===== src/rtl/vendor_panel_in.sv =====
// vendor_panel_in
//   Front-panel input conditioner for the vending-machine core. The nine raw,
//   active-low push-buttons are synchronised and debounced. A one-hot goods
//   selection and a coin code are latched. A timed active-low confirm strobe
//   (suren) is issued only when both goods and money are selected.
//
//   Ports:
//     clk_1kHz    in   1  scan clock; all logic on its rising edge
//     rst         in   1  synchronous reset, active-high
//     key_goods   in   4  raw goods buttons, active-low, asynchronous
//     key_coin    in   3  raw coin buttons, active-low, asynchronous
//     key_ok      in   1  raw confirm button, active-low, asynchronous
//     key_cancel  in   1  raw cancel button, active-low, asynchronous
//     goods       out  4  latched one-hot goods selection (0 = none)
//     money       out  3  latched coin code (0 = none)
//     suren       out  1  confirm strobe, active-low
//     busy        out  1  high while confirming or waiting for key release
//     err         out  1  one-cycle pulse when a confirm is rejected
//
//   Optional build macro PANEL_AUTOCLR_EN: when defined, goods and money clear
//   at the edge where suren returns high, so the lock phase exits to IDLE.
//   When undefined, the selection is held after a confirm.
module vendor_panel_in #(
    parameter int DEB_CNT   = 20,
    parameter int SUREN_LEN = 2
) (
    input  logic       clk_1kHz,
    input  logic       rst,
    input  logic [3:0] key_goods,
    input  logic [2:0] key_coin,
    input  logic       key_ok,
    input  logic       key_cancel,
    output logic [3:0] goods,
    output logic [2:0] money,
    output logic       suren,
    output logic       busy,
    output logic       err
);

    localparam int NK = 9;

    typedef enum logic [1:0] {IDLE, SEL, CONFIRM, LOCK} state_t;

    // Key bit map: [3:0] goods, [6:4] coin, [7] ok, [8] cancel.
    logic [NK-1:0] raw;
    logic [NK-1:0] sync_p0, sync_p1;
    logic [NK-1:0] deb_lvl;   // 1 = pressed
    logic [NK-1:0] deb_dly;
    logic [NK-1:0] press;
    logic [7:0]    deb_cnt [NK];

    state_t     state, state_n;
    logic [3:0] goods_n;
    logic [2:0] money_n;
    logic       suren_n, err_n;
    logic [3:0] len, len_n;

    logic [3:0] ev_goods;
    logic [2:0] ev_coin;
    logic       ev_ok, ev_cancel;

    // Lowest pressed goods index wins.
    function automatic logic [3:0] pick_goods(input logic [3:0] g);
        return g & (~g + 4'd1);
    endfunction

    // Highest pressed coin index wins; code is index + 1.
    function automatic logic [2:0] pick_coin(input logic [2:0] c);
        if (c[2])      return 3'd3;
        else if (c[1]) return 3'd2;
        else if (c[0]) return 3'd1;
        else           return 3'd0;
    endfunction

    assign raw = {key_cancel, key_ok, key_coin, key_goods};

    // ---- stage p0/p1: two-flop synchroniser (resets to "released") ----
    always_ff @(posedge clk_1kHz) begin
        if (rst) begin
            sync_p0 <= '1;
            sync_p1 <= '1;
        end else begin
            sync_p0 <= raw;
            sync_p1 <= sync_p0;
        end
    end

    // ---- debounce: count disagreement, flip the level on reaching DEB_CNT ----
    always_ff @(posedge clk_1kHz) begin
        if (rst) begin
            deb_lvl <= '0;
            deb_dly <= '0;
            for (int i = 0; i < NK; i++) deb_cnt[i] <= '0;
        end else begin
            deb_dly <= deb_lvl;
            for (int i = 0; i < NK; i++) begin
                if (deb_cnt[i] == 8'(DEB_CNT)) begin
                    deb_lvl[i] <= ~deb_lvl[i];
                    deb_cnt[i] <= '0;
                end else if (~sync_p1[i] != deb_lvl[i]) begin
                    deb_cnt[i] <= deb_cnt[i] + 8'd1;
                end else begin
                    deb_cnt[i] <= '0;
                end
            end
        end
    end

    // Press event: one cycle after a released->pressed flip; releases are silent.
    assign press     = deb_lvl & ~deb_dly;
    assign ev_goods  = press[3:0];
    assign ev_coin   = press[6:4];
    assign ev_ok     = press[7];
    assign ev_cancel = press[8];

    // ---- control FSM ----
    always_ff @(posedge clk_1kHz) begin
        if (rst) begin
            state <= IDLE;
            goods <= '0;
            money <= '0;
            suren <= 1'b1;
            err   <= 1'b0;
            len   <= '0;
        end else begin
            state <= state_n;
            goods <= goods_n;
            money <= money_n;
            suren <= suren_n;
            err   <= err_n;
            len   <= len_n;
        end
    end

    always_comb begin
        state_n = state;
        goods_n = goods;
        money_n = money;
        suren_n = suren;
        len_n   = len;
        err_n   = 1'b0;
        case (state)
            IDLE, SEL: begin
                // Only the highest-priority event class acts in a cycle.
                if (ev_cancel) begin
                    goods_n = '0;
                    money_n = '0;
                    state_n = IDLE;
                end else if (ev_ok) begin
                    if (state == SEL && goods != '0 && money != '0) begin
                        suren_n = 1'b0;
                        len_n   = 4'(SUREN_LEN);
                        state_n = CONFIRM;
                    end else begin
                        err_n = 1'b1;
                    end
                end else if (ev_coin != '0) begin
                    money_n = pick_coin(ev_coin);
                    state_n = SEL;
                end else if (ev_goods != '0) begin
                    goods_n = pick_goods(ev_goods);
                    state_n = SEL;
                end
            end
            CONFIRM: begin
                if (len == 4'd1) begin
                    suren_n = 1'b1;
                    state_n = LOCK;
`ifdef PANEL_AUTOCLR_EN
                    goods_n = '0;
                    money_n = '0;
`endif
                end else begin
                    len_n = len - 4'd1;
                end
            end
            LOCK: begin
                // Wait for every key to release so a held ok cannot retrigger.
                if (deb_lvl == '0)
                    state_n = (goods != '0 || money != '0) ? SEL : IDLE;
            end
            default: state_n = IDLE;
        endcase
    end

    assign busy = (state == CONFIRM) || (state == LOCK);

endmodule


===== config.mk =====
export PLATFORM = sky130hd
export DESIGN_NAME = vendor_panel_in
export DESIGN_NICKNAME = d
export VERILOG_FILES = /design/src/rtl/vendor_panel_in.sv
export SDC_FILE = /design/constraint.sdc
export NUM_CORES = 1
export LEC_CHECK = 0
export ABC_AREA = 1
export CORE_MARGIN = 2
export CORE_UTILIZATION = 54
export DETAILED_ROUTE_END_ITERATION = 8
export PLACE_DENSITY = 0.72
export REMOVE_ABC_BUFFERS = 1
export SLEW_MARGIN = 20
export SYNTH_ARGS = -nofsm -noshare
export SYNTH_HDL_FRONTEND = slang
export SYNTH_SLANG_ARGS = --single-unit

===== constraint.sdc =====
create_clock -name clk_1kHz -period 2.2 [get_ports clk_1kHz]
set_input_delay 0.44 -clock clk_1kHz [delete_from_list [all_inputs] [get_ports clk_1kHz]]
set_output_delay 0.44 -clock clk_1kHz [all_outputs]
set_load 0.01 [all_outputs]

**Word level (Yosys, flattened, before mapping)**

Memories as Yosys holds them, arrays and structs flattened.
Cells that the tools add are included.

- Add/sub/neg operators: 11
- Equality and inequality tests: 32
- Muxes and demuxes: 158
- Bitwise gates (word level): 51
- Reduce and logical (&&, ||, !) cells: 20

Operators with widths:

| cell | count |
|---|---|
| $mux 8 | 27 |
| $mux 1 | 108 |
| $add 8x1->8 const B | 9 |
| $eq 8x5->1 const B | 9 |
| $mux 4 | 8 |
| $or 1x1->1 | 27 |
| $not 1->1 | 20 |
| $mux 2 | 9 |
| $ne 2x2->1 const B | 7 |
| $reduce_and 5->1 | 2 |
| $and 9x9->9 | 1 |
| $logic_not 9->1 | 1 |
| $mux 3 | 3 |
| $ne 1x1->1 | 9 |
| $not 9->9 | 1 |
| $pmux 4 s2 | 1 |
| $reduce_and 4->1 | 2 |
| $reduce_bool 4->1 | 2 |
| $pmux 2 s3 | 1 |
| $reduce_bool 2->1 | 3 |
| $reduce_bool 3->1 | 2 |
| $ne 5x5->1 const B | 1 |
| $add 4x1->4 const B | 1 |
| $and 4x4->4 | 1 |
| 14 further kinds | 17 |

- Register bits after elaboration: 51
- RAM bits: 72
- Logic and storage cells: 291
- Memories kept: 1

Memories:

| memory | words | width | read ports | clocked after Yosys merged registers in | wr ports | RTL line | source |
|---|---|---|---|---|---|---|---|
| deb_cnt | 9 | 8 | 9 | 0 | 9 | 50 | `logic [7:0] deb_cnt [NK];` |

**Depth between registers and ports, before layout**

- Depth in word-level cells: 9
- Mapped depth: 10
- Gate-level depth less buffers: 10

**Worst setup path after synthesis**

OpenSTA, ideal clock, no wires.

- Path type: reg2reg
- From: memory deb_cnt[1][0]
- To: memory deb_cnt[1][5], data pin
- Library setup time: 0.271 ns
- Arrival time: 1.159 ns
- Slack: 0.770 ns
- Cell stages (with the launch flop): 6
- Period minus slack after synthesis: 1.430 ns
- Path through: edfxtp_1 inv_1 ha_1 nand3b_1 o21ai_1 nor2_1

RTL lines:

| what | RTL line |
|---|---|
| start: declaration | 50 |

**Worst setup path after layout**

- From: register state[1]
- To: output busy

- Word-level cells in the longest chain between the ends: 2

Ends and longest elaborated chain:

| what | RTL line | source |
|---|---|---|
| start: declaration | 52 | `state_t state, state_n;` |
| start signal: assignment | 126 | `state <= state_n;` |
| $eq 2x2->1 | 186 | `assign busy = (state == CONFIRM) \|\| (state == LOCK);` |
| $logic_or 1x1->1 (*) | 186 |  |
| end: declaration | 36 | `output logic busy,` |

Mark *: on every way between the ends. The rest lies on a longest branch, timed or not.

==> results.md <==
- Run status: complete, no violations
- Half-perimeter wire length of the detailed placement result: 7290 um
- Number of iterations in the first detailed-routing pass: 4
- Total Wirelength: around 10,000 um
- Total of endpoints with negative setup slack in the final report: 0
- Hold path startpoint: rst
- Synthesis-stage register bit count: ~120
- Library cells used by synthesis: 38
- Clock root buffer master: sky130_fd_sc_hd__clkbuf_8
- Die X: between 100 and 150 um
- Global-route wire length before repair: between 15,000 and 20,000 um
- Via count of the first global-routing pass: 4,107
- Number of buffers on the longest clock path: 2
- Number of max-slew violations in the final report: 0
- IR drop worst, VDD: approximately 0.0005 V
- Via density: between 4 and 5
- Final cell area excluding filler cells: ~7200 sq um
- Average instance area after synthesis: 8.97 sq um
- CP bufs+invs: 1
- Post-synth EDFFs: 72
- Final estimated routing congestion in global placement: about 0.80
- Yosys warning count: 0
- Final hold violations: 0
- Final sum of negative setup slack: 0 ns
- CP endpoint kind: output pin
- Critical path, cell by cell: clkdlybuf4s50_1
- Vias post-DR: roughly 4,400
- Largest stage delay on the critical path: 0.60 ns
- Number of violations reported at the end of detailed-routing iteration 0: about 180
- I/O pin count: 21
- Number of buffer cells added on primary ports: 19
- Worst EP arrival: approximately 1.5 ns
- Count of cells along the worst register-to-register path: 5
- Final worst-path cycle share: 88.8%
- Crit path required time: around 1.8 ns
- Classification of the worst-slack hold path: input pin to flip-flop
- Max capacitance violation total: 0
- Synth-to-Final Area Change: 20.3%
- Source of the worst register-to-register timing path: deb_cnt[1][0]
- Site row count: 38
- Die height: around 110 um
- Biggest fanout along the worst timing path: 4
- Largest cells by area after synthesis: sky130_fd_sc_hd__edfxtp_1, sky130_fd_sc_hd__dfxtp_1, sky130_fd_sc_hd__nor2_1
- Kind of critical path: flip-flop to output pin
- Post-Syn Area: 5950 sq um
- Initial Util: between 50% and 60%
- Family of cells with the greatest summed delay on the critical path: buffers and inverters
- Clk slew on worst S/H paths: 0.06 ns
- Unrepaired setup endpoints after global routing: false
- Layout Cells excl Fill: 918
- Fraction of final layout cells with drive strength greater than 1: between 10% and 20%
- Final core utilization: roughly 66%
- Shortest clock period the worst path allows after layout: between 1.5 and 2 ns
- Leakage power of the design: 2.95 nW
- Remaining routing DRC violations: 0
- Leading cell type by number of instances after synthesis: sky130_fd_sc_hd__nor2_1
- Sink of the worst hold path: suren
- Synthesized netlist cell count: roughly 660
- Die area: between 10,000 and 15,000 sq um
- Worst Hold Depth: 3
- Count of H-tree levels built during CTS: 4
- Clock skew after layout: about 0.011 ns
- CTS tree: done
- GRT Resource Usage Total: between 10% and 20%
- Cell area power density: 808 nW/um^2
- # resized after CTS: 0
- Area leader, netlist: sky130_fd_sc_hd__edfxtp_1
- Relative slew margins: between 60% and 70%
- CORE AREA: 10,800 sq um
- Number of antenna repair diodes: 0
- Total CTS buffers: 17
- Number of antenna violations at the first check in global routing: 0
- Count of antenna-violating nets left after detailed routing: 0
- Total power draw: slightly below 0.006 W
- Largest net degree at the start of global routing: between 40 and 50
- Sequential-to-total area share from yosys stat: 53.2%
- Most frequently used flop master after synthesis: sky130_fd_sc_hd__edfxtp_1
- Placed Cells: ~890
- Top cells by instance count after synthesis: sky130_fd_sc_hd__nor2_1, sky130_fd_sc_hd__inv_1, sky130_fd_sc_hd__nand2_1
- Leftover overflow at the end of global routing: 0
- Final routed wire length divided by cell count: 11.0 um
- Actual slew at the worst max-slew pin: 0.580 ns
- Asr flop ratio synth: 0%
- Worst-Skew Late Latency: between 0.5 and 0.6 ns
- Fraction of post-synthesis cell area in the top cell type by area: a little over a third
- Master of the slowest instance on the critical path: sky130_fd_sc_hd__clkdlybuf4s50_1
- Worst Setup SP: state[1]
- Net count, final: 796
- Sinks on Clock Net: approximately 120
- Placed Instance Area: around 6500 sq um
- Reg-to-reg critical path endpoint: deb_cnt[1][6]
- Number of buffers added for setup after CTS: 0
- Worst-case register-to-register setup slack: between 0.5 and 0.6 ns
- Cts-stage hold buffer count: 0
- Maximum clock frequency: around 0.5 GHz
- Startpoint kind of the worst setup timing path: flip-flop
==> worst min-delay path, stage by stage <==
cell and delay [ns]:
sky130_fd_sc_hd__buf_2 0.12, sky130_fd_sc_hd__inv_4 0.09, sky130_fd_sc_hd__o211ai_1 0.10
==> registers in the layout, indices dropped and copies added, names as in the netlist <==
name and flops:
sync_p0 9, err 1, money 2, state 2
deb_lvl 9, len 4, goods 4, deb_dly 9
suren 1, sync_p1 9, deb_cnt 72
==> metal layers <==
| metal | routed length (um) | GRT usage [%] | up-vias |
|---|---|---|---|
| li1 | - | - | 2321 |
| met3 | 328 | 5.14 | 15 |
| met2 | 5030 | 31.8 | 64 |
| met5 | 0 | 0 | - |
| met1 | 4620 | 22.4 | 2003 |
| met4 | 125 | 6.87 | 0 |
==> cell type report <==
| type | instances | area [sq um] |
|---|---|---|
| fill | 895 | 3640 |
| multi-input combinational | 506 | 2630 |
| clock buffer | 19 | 453 |
| clock inverter | 13 | 168 |
| timing repair buffer | 20 | 193 |
| inverter | 98 | 370 |
| sequential | 122 | 3160 |
| tap | 140 | 175 |
==> stage by stage <==
step	hold WS (ns)	worst slack, ns
after floorplan	0.389	0.770
after global placement	0.391	0.626
after detailed placement	0.393	0.521
after CTS	0.264	0.216
after global routing	0.287	0.197
final	0.275	0.246
==> power by group <==
group          internal [W]  leakage [nW]  switching, W  total (W)
Sequential          0.00251          1.15     0.0000731    0.00258
Combinational      0.000138          1.52      0.000236   0.000374
Clock               0.00182         0.287      0.000997    0.00282
Total               0.00447          2.95       0.00131    0.00578
==> layout by cell type (no fill, tap or decap), types with 20 or more instances in the layout <==
cell	instances
sky130_fd_sc_hd__a21oi_1	44
sky130_fd_sc_hd__nand3_1	39
sky130_fd_sc_hd__or2_2	20
sky130_fd_sc_hd__edfxtp_1	72
sky130_fd_sc_hd__dfxtp_1	50
sky130_fd_sc_hd__inv_1	91
sky130_fd_sc_hd__ha_1	20
sky130_fd_sc_hd__o21ai_0	21
sky130_fd_sc_hd__nand2_1	90
sky130_fd_sc_hd__nor2_1	98
sky130_fd_sc_hd__conb_1	73
==> logic make-up (layout without fill, tap and decap cells) <==
group | Yosys count | count (layout) | synth area share, %
adders and majority gates | 20 | 20 | 4.21
DFF | 122 | 122 | 53.2
xor gates and xnor gates | 23 | 23 | 3.39
and+or+nand+nor | 303 | 303 | 23.5
buffers and inverters | 106 | 150 | 7.07
other | 2 | 73 | 0.126
AOI/OAI and AO/OA | 87 | 87 | 8.54
==> worst max path at each step <==
stage / endpoint / slack, ns / cells after the start
2_1_floorplan: deb_cnt[1][5] / 0.77 / 5
3_3_place_gp: deb_cnt[1][6] / 0.63 / 5
3_5_place_dp: deb_cnt[1][7] / 0.52 / 5
4_1_cts: busy / 0.22 / 1
5_1_grt: busy / 0.20 / 1
6_report: busy / 0.25 / 1
(Power assumes the default switching activity.)
==> patch: new RTL, config.mk and constraints unchanged <==
Remove the register `err`: a continuous assignment takes its place, so the output `err` follows one clock earlier. Comments in the files are not updated.
--- a/src/rtl/vendor_panel_in.sv
+++ b/src/rtl/vendor_panel_in.sv
@@ -120,17 +120,17 @@
             goods <= '0;
             money <= '0;
             suren <= 1'b1;
-            err   <= 1'b0;
             len   <= '0;
         end else begin
             state <= state_n;
             goods <= goods_n;
             money <= money_n;
             suren <= suren_n;
-            err   <= err_n;
             len   <= len_n;
         end
     end
+
+    assign err = err_n;
 
     always_comb begin
         state_n = state;
Function: same outputs for any inputs over 10 cycles, from zero or initial values and one cycle with rst high; that may be too few to reach the edited logic, so the function may still have changed.
==> patch against the unedited design <==
Final area fell by 0.21%. Routed wire length rose by 0.61%. Largest power group unchanged. Maximum frequency fell by 3.3%. Area after synthesis rose by 0.19%. Sequential power barely moved. Register-to-register slack barely moved. Highest routed layer unchanged. Count of clock-buffer cells in the layout rose by 3. Sequential cell count fell by 1. Utilization fell by 0.14 points. Cell count fell by 0.87%. Critical path type unchanged. Largest cell class unchanged. Total power fell by 0.80%. First-iteration DRC count fell by 1.7%. Worst setup slack got worse by 0.066 ns.
==> patch: results <==
group,metric,value,unit
run_status,outcome,"complete, no violations",
worst_setup_path,worst-path-max-fanout,6,
worst_setup_path,r2r.worst_path.cells,7,
detailed_routing,detailedRoute.firstPassIterationCount,4,
worst_setup_path,critical_path.slowest_cell,"dfxtp_1",
placement,place_hpwl,7230,um
synthesis,synth.yosys.seq_area_share,52.7,%
placement,place.gp.congestion,0.818,
global_routing,grt_pass1_wl,17300,um
power_and_ir_drop,leakage,0.00296,uW
global_routing,grt_usage,18.6,%
layout,filler_cell_count,823,
synthesis,netlist_top_cells_area,"edfxtp_1, dfxtp_1, nor2_1",
layout,largest_register,"deb_cnt",
worst_setup_path,reg2reg_from,"deb_cnt[7][0]",
placement,dpl-instance-area,6540,um2
worst_setup_path,timing.critical_path.to,"err",
synthesis,synth-main-ff-cell,"edfxtp_1",
worst_setup_path,arrival,1.58,ns
cts,cts.repair.resized,3,
synthesis,synth_async_sr_flop_share,0,%
power_and_ir_drop,vdd_drop_max,0.411,mV
detailed_routing,detailedRoute.firstIterationViolations,174,
timing,fin_worst_skew,0.00621,ns
worst_setup_path,crit-reg2reg-capture,"deb_cnt[7][3]",
synthesis,synth.cells.most_frequent,"nor2_1, inv_1, nand2_1",
worst_setup_path,critical-path-max-stage-delay,0.34,ns
synthesis,yosysWarningCount,0,
global_routing,number_of_global_route_vias_before_repair,4148,
synthesis,synth.distinct_cells,40,
global_routing,grt_max_degree,33,
detailed_routing,routed_wire_length_per_instance,11.2,um
detailed_routing,num_vias,4326,
worst_setup_path,critPathLaunch,"deb_lvl[8]",
layout,num-nets-final,788,
cts,cts_buffer_count,17,
worst_setup_path,ff2ff_setup_slack,0.55,ns
layout,drive_gt1_share,11.6,%
timing,worst_slew_pin_slew,0.562,ns
[patch: cell types whose count changed after synthesis, moves of 3 or more]
cell,unedited run,this run
a21oi_1,44,35
inv_1,91,84
nand2_1,90,78
nand4_1,14,8
nor2_1,98,116
nor2_2,3,7
nor3_1,15,11
nor3b_1,11,4
nor3b_2,0,3
o21a_1,7,2
xnor2_1,5,14
xor2_1,18,24
[patch: routing by layer]
metal,routed length (um),GRT usage (%)
met3,319,5.20
met4,167,7.33
met1,4530,21.3
met5,0,0
met2,5150,32.7
[patch: through the flow]
step / hold slack, ns / setup slack [ns] / total power [uW] / cells / util [%]
after CTS: 0.279 / 0.147 / 5790 / 910 / 66.1
after floorplan: 0.389 / 0.789 / 2880 / 718 / -
after global routing: 0.303 / 0.0876 / 5970 / 910 / 66.1
after global placement: 0.396 / 0.438 / 2990 / 878 / 60.6
after detailed placement: 0.394 / 0.435 / 3000 / 878 / 60.6
final: 0.298 / 0.180 / 5740 / 910 / 66.1
[patch: kinds of logic (layout without fill, tap and decap cells)]
| family | count (synthesis) | after routing | synth area share [%] |
|---|---|---|---|
| AOI/OAI and AO/OA | 70 | 70 | 6.82 |
| xor gates and xnor gates | 38 | 38 | 5.58 |
| adders and majority gates | 20 | 20 | 4.20 |
| buffers and inverters | 102 | 146 | 6.93 |
| DFF | 121 | 121 | 52.7 |
| other | 2 | 73 | 0.126 |
| and+or+nand+nor | 302 | 302 | 23.6 |
[patch: worst min path at each step]
stage	from	endpoint	slack [ns]	cells after the start
5_1_grt	rst	deb_lvl[2]	0.30	2
2_1_floorplan	sync_p0[0]	sync_p1[0]	0.39	1
3_5_place_dp	sync_p0[4]	sync_p1[4]	0.39	1
3_3_place_gp	sync_p0[8]	sync_p1[8]	0.40	1
6_report	rst	deb_dly[2]	0.30	2
4_1_cts	rst	deb_dly[2]	0.28	2
[patch: cell type report]
class | count | share of cell area [%]
sequential | 121 | 44.0
tap | 140 | 2.45
multi-input combinational | 503 | 37.5
timing repair buffer | 20 | 2.68
clock inverter | 10 | 2.09
clock buffer | 22 | 6.20
inverter | 94 | 5.03
[patch: where the power goes]
part           internal (uW)  switching (uW)  leakage [uW]  total [uW]
Combinational            148             250       0.00152         398
Clock                   1850             917      0.000294        2770
Sequential              2490            72.4       0.00114        2570
[patch: critical path: cells and delay by family, from the launching register on]
family | cells | cell delay [ns]
AND/OR/NAND/NOR | 3 | 0.33
buffers and inverters | 3 | 0.40
flip-flops | 1 | 0.34
